--- src/rtl/result_tx_reader_pkg.sv ---
// Shared constants, types and header helpers for the result transmit reader.
// Latency: n/a (declarations only).
// Backpressure: n/a.
package result_tx_reader_pkg;

    localparam int PKT_LEN   = 1257;  // payload bytes per row
    localparam int ROWS      = 696;   // rows per frame
    localparam int ADDR_W    = 13;    // result RAM address width
    localparam int ROW_IDX_W = 15;    // row index carried in the header
    localparam int SOF_BIT   = 7;     // start-of-frame flag position in header byte 0
    localparam int CNT_W     = 11;    // payload read counter width
    localparam int SKID_W    = 10;    // sop + eop + data byte

    typedef enum logic [2:0] {
        IDLE       = 3'd0,
        HDR0       = 3'd1,
        HDR1       = 3'd2,
        PAYLOAD    = 3'd3,
        WAIT_DRAIN = 3'd4
    } state_t;

    // One entry of the output skid buffer: framing tags travel with the byte.
    typedef struct packed {
        logic       sop;
        logic       eop;
        logic [7:0] dat;
    } tx_word_t;

    // Header byte 0: start-of-frame flag (row 0) above the row index MSBs.
    function automatic logic [7:0] hdr0_byte(input logic [ROW_IDX_W-1:0] row);
        logic [7:0] b;
        b          = {1'b0, row[ROW_IDX_W-1:8]};
        b[SOF_BIT] = (row == '0);
        return b;
    endfunction

endpackage

--- src/rtl/tx_skid_buf.sv ---
// Two-entry valid/ready buffer; the head entry drives the output directly.
// Latency: 1 cycle from in_vld to out_vld when empty.
// Backpressure: holds up to 2 words stable while out_rdy is low; caller keeps pushes within free space.
module tx_skid_buf #(
    parameter int W = 10
) (
    input  logic         clk,
    input  logic         rst,
    input  logic         in_vld,
    input  logic [W-1:0] in_dat,
    output logic         out_vld,
    output logic [W-1:0] out_dat,
    input  logic         out_rdy,
    output logic [1:0]   occupancy
);

    logic [W-1:0] head_q;
    logic [W-1:0] tail_q;
    logic [1:0]   cnt_q;
    logic         pop;

    assign pop       = out_vld && out_rdy;
    assign out_vld   = (cnt_q != 2'd0);
    assign out_dat   = head_q;
    assign occupancy = cnt_q;

    // Head/tail shuffle: head always holds the oldest word, tail the next one.
    always_ff @(posedge clk) begin
        if (rst) begin
            head_q <= '0;
            tail_q <= '0;
            cnt_q  <= 2'd0;
        end else begin
            if (in_vld && !pop) begin
                if (cnt_q == 2'd0) head_q <= in_dat;
                else               tail_q <= in_dat;
                cnt_q <= cnt_q + 2'd1;
            end else if (pop && !in_vld) begin
                if (cnt_q == 2'd2) head_q <= tail_q;
                cnt_q <= cnt_q - 2'd1;
            end else if (pop && in_vld) begin
                if (cnt_q == 2'd1) begin
                    head_q <= in_dat;
                end else begin
                    head_q <= tail_q;
                    tail_q <= in_dat;
                end
            end
        end
    end

endmodule

--- src/rtl/result_tx_reader.sv ---
// Drains completed result rows and emits each as a framed byte stream (2-byte header + row).
// Latency: 2 cycles from pkt_ready in IDLE to tx_sop; 1 byte/cycle when tx_ready stays high.
// Backpressure: reads/header pushes only when the 2-entry skid buffer has room after in-flight reads land.
module result_tx_reader #(
    parameter int PKT_LEN = result_tx_reader_pkg::PKT_LEN,
    parameter int ROWS    = result_tx_reader_pkg::ROWS,
    parameter int ADDR_W  = result_tx_reader_pkg::ADDR_W
) (
    input  logic              clk,
    input  logic              rst,
    input  logic              pkt_ready,
    output logic              rd_en,
    output logic [ADDR_W-1:0] rd_addr,
    input  logic [7:0]        rd_data,
    output logic              rd_row_data_done,
    output logic              tx_valid,
    output logic [7:0]        tx_data,
    output logic              tx_sop,
    output logic              tx_eop,
    input  logic              tx_ready
);
    import result_tx_reader_pkg::*;

    state_t                 state_q, state_d;
    logic [ROW_IDX_W-1:0]   row_q;
    logic [ADDR_W-1:0]      addr_q;
    logic [CNT_W-1:0]       cnt_q;
    logic                   rd_vld_q;     // read issued last cycle, data on rd_data now
    logic                   rd_eop_q;     // that read was the last payload byte
    logic [1:0]             occ;
    logic                   pop;
    logic [2:0]             held;         // bytes still owed to the buffer after this cycle's pop
    logic                   last_rd;
    logic                   hdr_push;
    tx_word_t               hdr_word;
    tx_word_t               skid_in;
    tx_word_t               skid_out;

    assign pop              = tx_valid && tx_ready;
    assign held             = {1'b0, occ} - {2'b00, pop} + {2'b00, rd_vld_q};
    assign last_rd          = (cnt_q == CNT_W'(PKT_LEN - 1));
    assign rd_addr          = addr_q;
    assign rd_row_data_done = (state_q == WAIT_DRAIN) && pop && skid_out.eop;

    assign skid_in = rd_vld_q ? tx_word_t'{sop: 1'b0, eop: rd_eop_q, dat: rd_data} : hdr_word;
    assign tx_sop  = skid_out.sop;
    assign tx_eop  = skid_out.eop;
    assign tx_data = skid_out.dat;

    tx_skid_buf #(.W(SKID_W)) u_skid (
        .clk       (clk),
        .rst       (rst),
        .in_vld    (hdr_push || rd_vld_q),
        .in_dat    (skid_in),
        .out_vld   (tx_valid),
        .out_dat   (skid_out),
        .out_rdy   (tx_ready),
        .occupancy (occ)
    );

    // Next-state, header pushes and read issue; HDR1 may also launch the first read when two slots are free.
    always_comb begin
        state_d  = state_q;
        hdr_push = 1'b0;
        hdr_word = '0;
        rd_en    = 1'b0;
        case (state_q)
            IDLE: begin
                if (pkt_ready) state_d = HDR0;
            end
            HDR0: begin
                if (held < 3'd2) begin
                    hdr_push = 1'b1;
                    hdr_word = tx_word_t'{sop: 1'b1, eop: 1'b0, dat: hdr0_byte(row_q)};
                    state_d  = HDR1;
                end
            end
            HDR1: begin
                if (held < 3'd2) begin
                    hdr_push = 1'b1;
                    hdr_word = tx_word_t'{sop: 1'b0, eop: 1'b0, dat: row_q[7:0]};
                    state_d  = PAYLOAD;
                    if (held == 3'd0) begin
                        rd_en = 1'b1;
                        if (last_rd) state_d = WAIT_DRAIN;
                    end
                end
            end
            PAYLOAD: begin
                if (held < 3'd2) begin
                    rd_en = 1'b1;
                    if (last_rd) state_d = WAIT_DRAIN;
                end
            end
            WAIT_DRAIN: begin
                if (rd_row_data_done) state_d = IDLE;
            end
            default: state_d = IDLE;
        endcase
    end

    // State, address, payload counter, in-flight read tracking and row index.
    always_ff @(posedge clk) begin
        if (rst) begin
            state_q  <= IDLE;
            row_q    <= '0;
            addr_q   <= '0;
            cnt_q    <= '0;
            rd_vld_q <= 1'b0;
            rd_eop_q <= 1'b0;
        end else begin
            state_q  <= state_d;
            rd_vld_q <= rd_en;
            rd_eop_q <= rd_en && last_rd;
            if (state_q == HDR0) begin
                cnt_q <= '0;
            end else if (rd_en) begin
                cnt_q <= cnt_q + CNT_W'(1);
            end
            // Address free-runs with the buffer's write pointer and wraps at the RAM depth.
            if (rd_en) addr_q <= addr_q + ADDR_W'(1);
            if (rd_row_data_done) begin
                if (row_q == ROW_IDX_W'(ROWS - 1)) row_q <= '0;
                else                              row_q <= row_q + ROW_IDX_W'(1);
            end
        end
    end

endmodule

--- config.mk ---
export PLATFORM = sky130hd
export DESIGN_NAME = result_tx_reader
export DESIGN_NICKNAME = d
export VERILOG_FILES = /design/src/rtl/result_tx_reader_pkg.sv /design/src/rtl/tx_skid_buf.sv /design/src/rtl/result_tx_reader.sv
export SDC_FILE = /design/constraint.sdc
export NUM_CORES = 1
export LEC_CHECK = 0
export ABC_AREA = 1
export CORE_UTILIZATION = 61
export DETAILED_ROUTE_END_ITERATION = 8
export PLACE_DENSITY = 0.84
export REMOVE_ABC_BUFFERS = 1
export SYNTH_ARGS = -nofsm -noshare
export SYNTH_HDL_FRONTEND = slang
export SYNTH_HIERARCHICAL = 1
export SYNTH_SLANG_ARGS = --single-unit
--- constraint.sdc ---
create_clock -name clk -period 6.7 [get_ports clk]
set_clock_uncertainty 0.1 [all_clocks]
set_input_delay 0.67 -clock clk [delete_from_list [all_inputs] [get_ports clk]]
set_output_delay 0.67 -clock clk [all_outputs]
set_load 0.01 [all_outputs]
Yosys cells after proc, flatten, opt, wreduce, memory -nomap -nowiden
Cells that the tools add are included.
{"block": "op_classes", "add_sub_neg": 7, "mul": 0, "div": 0, "magnitude_cmp": 1, "eq_ne": 19, "shift": 0, "n_mux": 32, "bitwise": 0, "n_reduce_logical": 23}
{"cell": "2-to-1 mux 10 bit", "count": 13}
{"cell": "2-to-1 mux 3 bit", "count": 8}
{"cell": "case mux 10 bit (2 select lines)", "count": 1}
{"cell": "!= test 2 bit (second input constant)", "count": 8}
{"cell": "adder 15 x 1 -> 15 bit (second input constant)", "count": 1}
{"cell": "equality test 15 x 10 -> 1 bit (second input constant)", "count": 1}
{"cell": "zero test 15 bit", "count": 1}
{"cell": "2-to-1 mux 15 bit", "count": 1}
{"cell": "case mux 3 bit (5 select lines)", "count": 1}
{"cell": "adder 13 x 1 -> 13 bit (second input constant)", "count": 1}
{"cell": "adder 11 x 1 -> 11 bit (second input constant)", "count": 1}
{"cell": "equality test 11 bit (second input constant)", "count": 1}
{"cell": "2-to-1 mux 8 bit", "count": 1}
{"cell": "logical AND 1 bit", "count": 7}
{"cell": "equality test 3 x 2 -> 1 bit (second input constant)", "count": 2}
{"cell": "zero test 3 bit", "count": 2}
{"cell": "AND reduction 6 bit", "count": 1}
{"cell": "nonzero test 2 bit", "count": 3}
{"cell": "2-to-1 mux 1 bit", "count": 4}
{"cell": "2-to-1 mux 2 bit", "count": 2}
{"cell": "!= test 2 x 1 -> 1 bit (second input constant)", "count": 2}
{"cell": "AND reduction 4 bit", "count": 1}
{"cell": "OR reduction 2 bit", "count": 2}
{"cell": "adder 3 x 1 -> 3 bit", "count": 1}
{"cell": "other kinds (15)", "count": 16}
{"block": "totals", "ff_bits": 66, "latch_bits": 0, "ram_bits": 0, "romBits": 0, "inputBits": 12, "output_inout_bits": 26, "wordCells": 91, "n_memories": 0}

Depth between registers and ports, before layout
{"block": "logic_depth", "depth_word": 12, "depth_mapped": 22, "depth_no_buf": 22}

Cells and area by module
The synthesis kept the hierarchy.
{"mod": "result_tx_reader", "instances": 1, "cells_per_inst": 419, "area_each_um2": 2696.3, "seq_area_each_um2": 880.8}
{"mod": "tx_skid_buf", "instances": 1, "cells_per_inst": 158, "area_each_um2": 1148.6, "seq_area_each_um2": 440.4}

Least setup slack after synthesis
Ideal clock, no wire load.
{"block": "synth_timing", "path_type": "reg2reg", "start": "register u_skid.cnt_q[0] (netlist: u_skid/occupancy[0])", "end": "register u_skid.head_q[0] (netlist: u_skid/out_dat[0])", "setup_time_ns": 0.109, "t_arrival_ns": 2.855, "required_ns": 6.491, "slack_ns": 3.636, "path_stages_with_launch": 22, "path_buffers": 1, "period_less_slack_ns": 3.064, "cell_sequence": "dfxtp_1 > inv_1 > ha_1 > inv_2 > nand2_1 > inv_1 > ha_1 > inv_1 > ha_1 > fa_1 > inv_1 > nand2_1 > nor2_4 > nand2_1 > nand3_1 > inv_2 > nand3_2 > buf_6 > nand3_2 > nand3_1 > nand2_1 > inv_1"}
{"block": "synth_between", "elab_chain_len": 12, "word_cells_on_any_way": 29, "cone_classes": "add/sub: 2; order compare: 1; eq/ne: 4; mux: 11; reduce/logical: 11"}
{"item": "from (decl)", "line": "tx_skid_buf.sv:19", "rtl": "logic [1:0] cnt_q;"}
{"item": "from (signal assigned)", "line": "tx_skid_buf.sv:37", "rtl": "cnt_q <= cnt_q + 2'd1;"}
{"item": "from (signal assigned)", "line": "tx_skid_buf.sv:40", "rtl": "cnt_q <= cnt_q - 2'd1;"}
{"item": "nonzero test 2 bit (*)", "line": "tx_skid_buf.sv:23", "rtl": "assign out_vld = (cnt_q != 2'd0);"}
{"item": "net tx_valid", "line": "result_tx_reader.sv:16", "rtl": "output logic tx_valid,"}
{"item": "logical AND 1 bit (*)", "line": "tx_skid_buf.sv:22, result_tx_reader.sv:39"}
{"item": "subtractor 2 x 1 -> 3 bit", "line": "result_tx_reader.sv:40", "rtl": "assign held = {1'b0, occ} - {2'b00, pop} + {2'b00, rd_vld_q};"}
{"item": "adder 3 x 1 -> 3 bit", "line": "result_tx_reader.sv:40"}
{"item": "< comparator 3 x 2 -> 1 bit", "line": "result_tx_reader.sv:72, result_tx_reader.sv:79"}
{"item": "2-to-1 mux 8 bit, or another cell as far along", "line": "result_tx_reader.sv:79", "rtl": "if (held < 3'd2) begin"}
{"item": "case mux 10 bit (2 select lines) or 2-to-1 mux 1 bit (tied branches)"}
{"item": "2-to-1 mux 10 bit or logical OR 1 bit (tied branches)", "line": "result_tx_reader.sv:45, result_tx_reader.sv:53"}
{"item": "2-to-1 mux 10 bit or zero test 1 bit (tied branches)", "line": "tx_skid_buf.sv:42, tx_skid_buf.sv:38"}
{"item": "2-to-1 mux 10 bit or logical AND 1 bit (tied branches)", "line": "tx_skid_buf.sv:41, tx_skid_buf.sv:38"}
{"item": "2-to-1 mux 10 bit, or another cell as far along", "line": "tx_skid_buf.sv:38", "rtl": "end else if (pop && !in_vld) begin"}
{"item": "2-to-1 mux 10 bit or AND reduction 3 bit (tied branches)"}
{"item": "to (signal assigned)", "line": "tx_skid_buf.sv:35", "rtl": "if (cnt_q == 2'd0) head_q <= in_dat;"}
{"item": "to (signal assigned)", "line": "tx_skid_buf.sv:39", "rtl": "if (cnt_q == 2'd2) head_q <= tail_q;"}
{"item": "to (signal assigned)", "line": "tx_skid_buf.sv:43", "rtl": "head_q <= in_dat;"}
{"item": "to (decl)", "line": "tx_skid_buf.sv:17", "rtl": "logic [W-1:0] head_q;"}
The timed path passes the listed nets; every way through them passes the cells marked *. The select of a mux whose other input is x is not followed.
A chain may end at the register's enable or synchronous reset.

Worst setup path after layout
{"block": "layout_timing", "start": "input port tx_ready", "end": "output port rd_en"}
{"block": "layout_between", "elab_chain_len": 7, "word_cells_on_any_way": 9, "cone_classes": "add/sub: 2; order compare: 1; mux: 4; reduce/logical: 2"}
{"item": "from (decl)", "line": "result_tx_reader.sv:20", "rtl": "input logic tx_ready"}
{"item": "logical AND 1 bit (*)", "line": "result_tx_reader.sv:39", "rtl": "assign pop = tx_valid && tx_ready;"}
{"item": "subtractor 2 x 1 -> 3 bit (*)", "line": "result_tx_reader.sv:40"}
{"item": "adder 3 x 1 -> 3 bit (*)", "line": "result_tx_reader.sv:40"}
{"item": "parallel branches: the longest is 3 deep, another holds < comparator 3 x 2 -> 1 bit"}
{"item": "case mux 1 bit (2 select lines) (*)", "line": "result_tx_reader.sv:67", "rtl": "case (state_q)"}
{"item": "to (decl)", "line": "result_tx_reader.sv:12", "rtl": "output logic rd_en,"}
Every way passes the cells marked *.

==> qor.csv <==
metric,value,unit
min-delay-start,u_skid/tail_q[9],
nets,636,
synthArstFlopShare,0,
worst-setup-path-type,in -> out,
antenna_left,0,
fin_util,0.740,
rrSetupSlack,2840,ps
grt.overflow.total,0,
cp-startpoint,tx_ready,
wire_per_inst,12.5,um
grt_max_degree,34,
dp_hpwl,6150,um
slew_viol_final,0,
drv_cap,0,
cts_resized,0,
tightest_slew,523,ps
synth_cells,577,
status,completed,
holdPathStages,2,
cts.clk_slew.worst_paths,70,ps
vias,3761,
cts_buffers,9,
drt-pass1-iter-count,5,
yosysTopAreaCell,dfxtp_1,
rows,28,
cts_tree,yes,
critPathTopFamily,buffers and inverters,
crit_top_cell,inv_1,
r2r-start,u_skid/occupancy[0],
viasPerCell,5.43,
fin_crit,4330,ps
die_x,81.4,um
portBuffers,37,
max-slew-margin-rel,0.651,
synthesis.area,3840,um^2
cp_data_required_time,5930,ps
cp.arrival,3560,ps
drc_errors,0,
globalplace.congestion,0.919,
ys_warn_count,6,
routed_wl,8670,um
worstPathMaxFanout,24,
crit_chain,"clkdlybuf4s50_1, nand2_1, inv_1, ha_1, inv_1, ha_1, fa_1, inv_1, nand2_1, nor2_4, nand2_4, inv_2, clkdlybuf4s50_1",
core_area,5990,um^2
grt_pass1_wl,14400,um
initial_utilization,0.642,
cts_setup_buffers,0,
rsz0062_at_grt,false,
dieArea,6620,um^2
worstRegToRegCells,18,
p_total,1.36,mW
io_pins,38,
r2r-end,u_skid/tail_q[4],
peakVddDrop,0.000184,V
setup.worst_path.start_class,input pin,
synth.distinct_cells,38,
syn_area_per_cell,6.66,um^2
syn_to_final_growth,15.4,%
period_share,0.647,
clockBufferDepth,2,
synth-seq-cells,66,
hold_violations,0,
ys.flop_type,dfxtp_1,
num_antenna_cells,0,
layout-drive-gt1-share,0.0809,
timing.critical_path.buf_inv,6,
clock-sinks,66,
min_path_type,reg -> reg,
cts_root_buf,clkbuf_8,
yosys-top-cells-count,"nand2_1 (157), inv_1 (83), dfxtp_1 (66)",
drt_iter0_drc,268,
synth_edf_count,0,
cts_hold_buf,0,
critPathCaptureType,output pin,
finalSetupTns,0,ps
p_leak,1.78,nW
yosysSeqAreaShare,0.344,
holdPathEnd,u_skid/tail_q[9],
antenna_found_initial,0,
htree_levels,3,
grt_pass1_vias,3355,
slowest_delay,570,ps
yosysMostFrequentCell,nand2_1,
pwr_density_cell,306,nW/um^2
cp_slowest_cell,clkdlybuf4s50_1,
fmax,231,MHz
insertion_delay,340,ps
synthTopCellsByArea,"dfxtp_1 (34%), nand2_1 (15%), inv_1 (8.1%)",
setup_viol,0,
grt_usage,0.281,
die_y,81.4,um
synth_top_area_share,0.344,
[where the power goes]
group | internal, mW | switching (mW)
logic | 0.178 | 0.355
clock network | 0.211 | 0.159
registers | 0.427 | 0.0279
[worst reg2reg max path: stages, from the launching register on]
cell and delay (ps):
dfxtp_1 390, inv_1 100, ha_1 240, inv_2 130, nand2_1 70, inv_1 60, ha_1 210, inv_1 60
ha_1 160, fa_1 410, inv_1 100, nand3_1 100, nor2_1 190, clkinv_1 250, nand3_1 280, nand3_1 390
clkinv_1 320, nand2_1 100, a21oi_1 140
[registers in the layout, indices dropped and copies added (netlist names)]
name,count
rd_vld_q,1
cnt_q,11
u_skid/out_dat,10
rd_addr,13
u_skid/occupancy,2
state_q,3
rd_eop_q,1
row_q,15
u_skid/tail_q,10
[area by class of cell]
cell class / instances / area, um^2
Inverter: 91 / 342
Tap cell: 75 / 93.8
Sequential cell: 66 / 1320
Clock buffer: 10 / 128
Multi-Input combinational cell: 407 / 2080
Timing Repair Buffer: 38 / 378
Fill cell: 494 / 1560
Clock inverter: 6 / 91.3
[worst max path at each step]
stage                        end  slack (ps)  cells past startpoint
6_report                   rd_en        2370                     13
5_1_grt                    rd_en        2180                     13
4_1_cts                    rd_en        2340                     13
3_5_place_dp               rd_en        2360                     13
3_3_place_gp               rd_en        2410                     13
2_1_floorplan  u_skid/out_dat[0]        3440                     21
[kinds of logic after synthesis]
logic type / after synthesis / share of synthesized area
buffers and inverters: 104 / 0.115
adders and majority gates: 11 / 0.0377
DFF: 66 / 0.344
AOI/OAI and AO/OA: 72 / 0.0993
xor gates and xnor gates: 8 / 0.0182
and+or+nand+nor: 316 / 0.386
[metal layers]
layer / vias up / routed length (um) / track usage
met5: - / 0 / 0
li1: 1919 / - / -
met3: 22 / 480 / 0.0483
met2: 117 / 4120 / 0.480
met4: 0 / 209 / 0.130
met1: 1703 / 3850 / 0.340
[placed cells by master (no fill, tap or decap), types with 2 or more instances in the layout]
cell and count:
nand3_2 12, o21ai_1 3, bufinv_16 2, nor3_1 16
dfxtp_1 66, inv_1 83, nand2_4 3, a21oi_1 46
inv_2 5, xnor2_1 3, nor3b_1 5, clkdlybuf4s50_1 37
nand4_1 11, nor2_2 4, nor2_1 53, nand2_2 2
clkinv_1 3, xor2_1 5, nand2_1 157, clkbuf_8 9
nand3_1 43, clkinv_4 3, nor2_4 4, o22ai_1 7
ha_1 10, o21ai_0 10, a31oi_1 3
[through the flow]
| stage | hold slack [ps] | std cells | area, um^2 | setup slack [ps] |
|---|---|---|---|---|
| 2_1_floorplan | 339 | 564 | 3740 | 3440 |
| 3_3_place_gp | 353 | 677 | 4220 | 2410 |
| 3_5_place_dp | 357 | 677 | 4220 | 2360 |
| 4_1_cts | 369 | 693 | 4440 | 2340 |
| 5_1_grt | 398 | 693 | 4440 | 2180 |
| 6_report | 369 | 693 | 4440 | 2370 |
No activity file was read; power rests on OpenSTA's default activity.
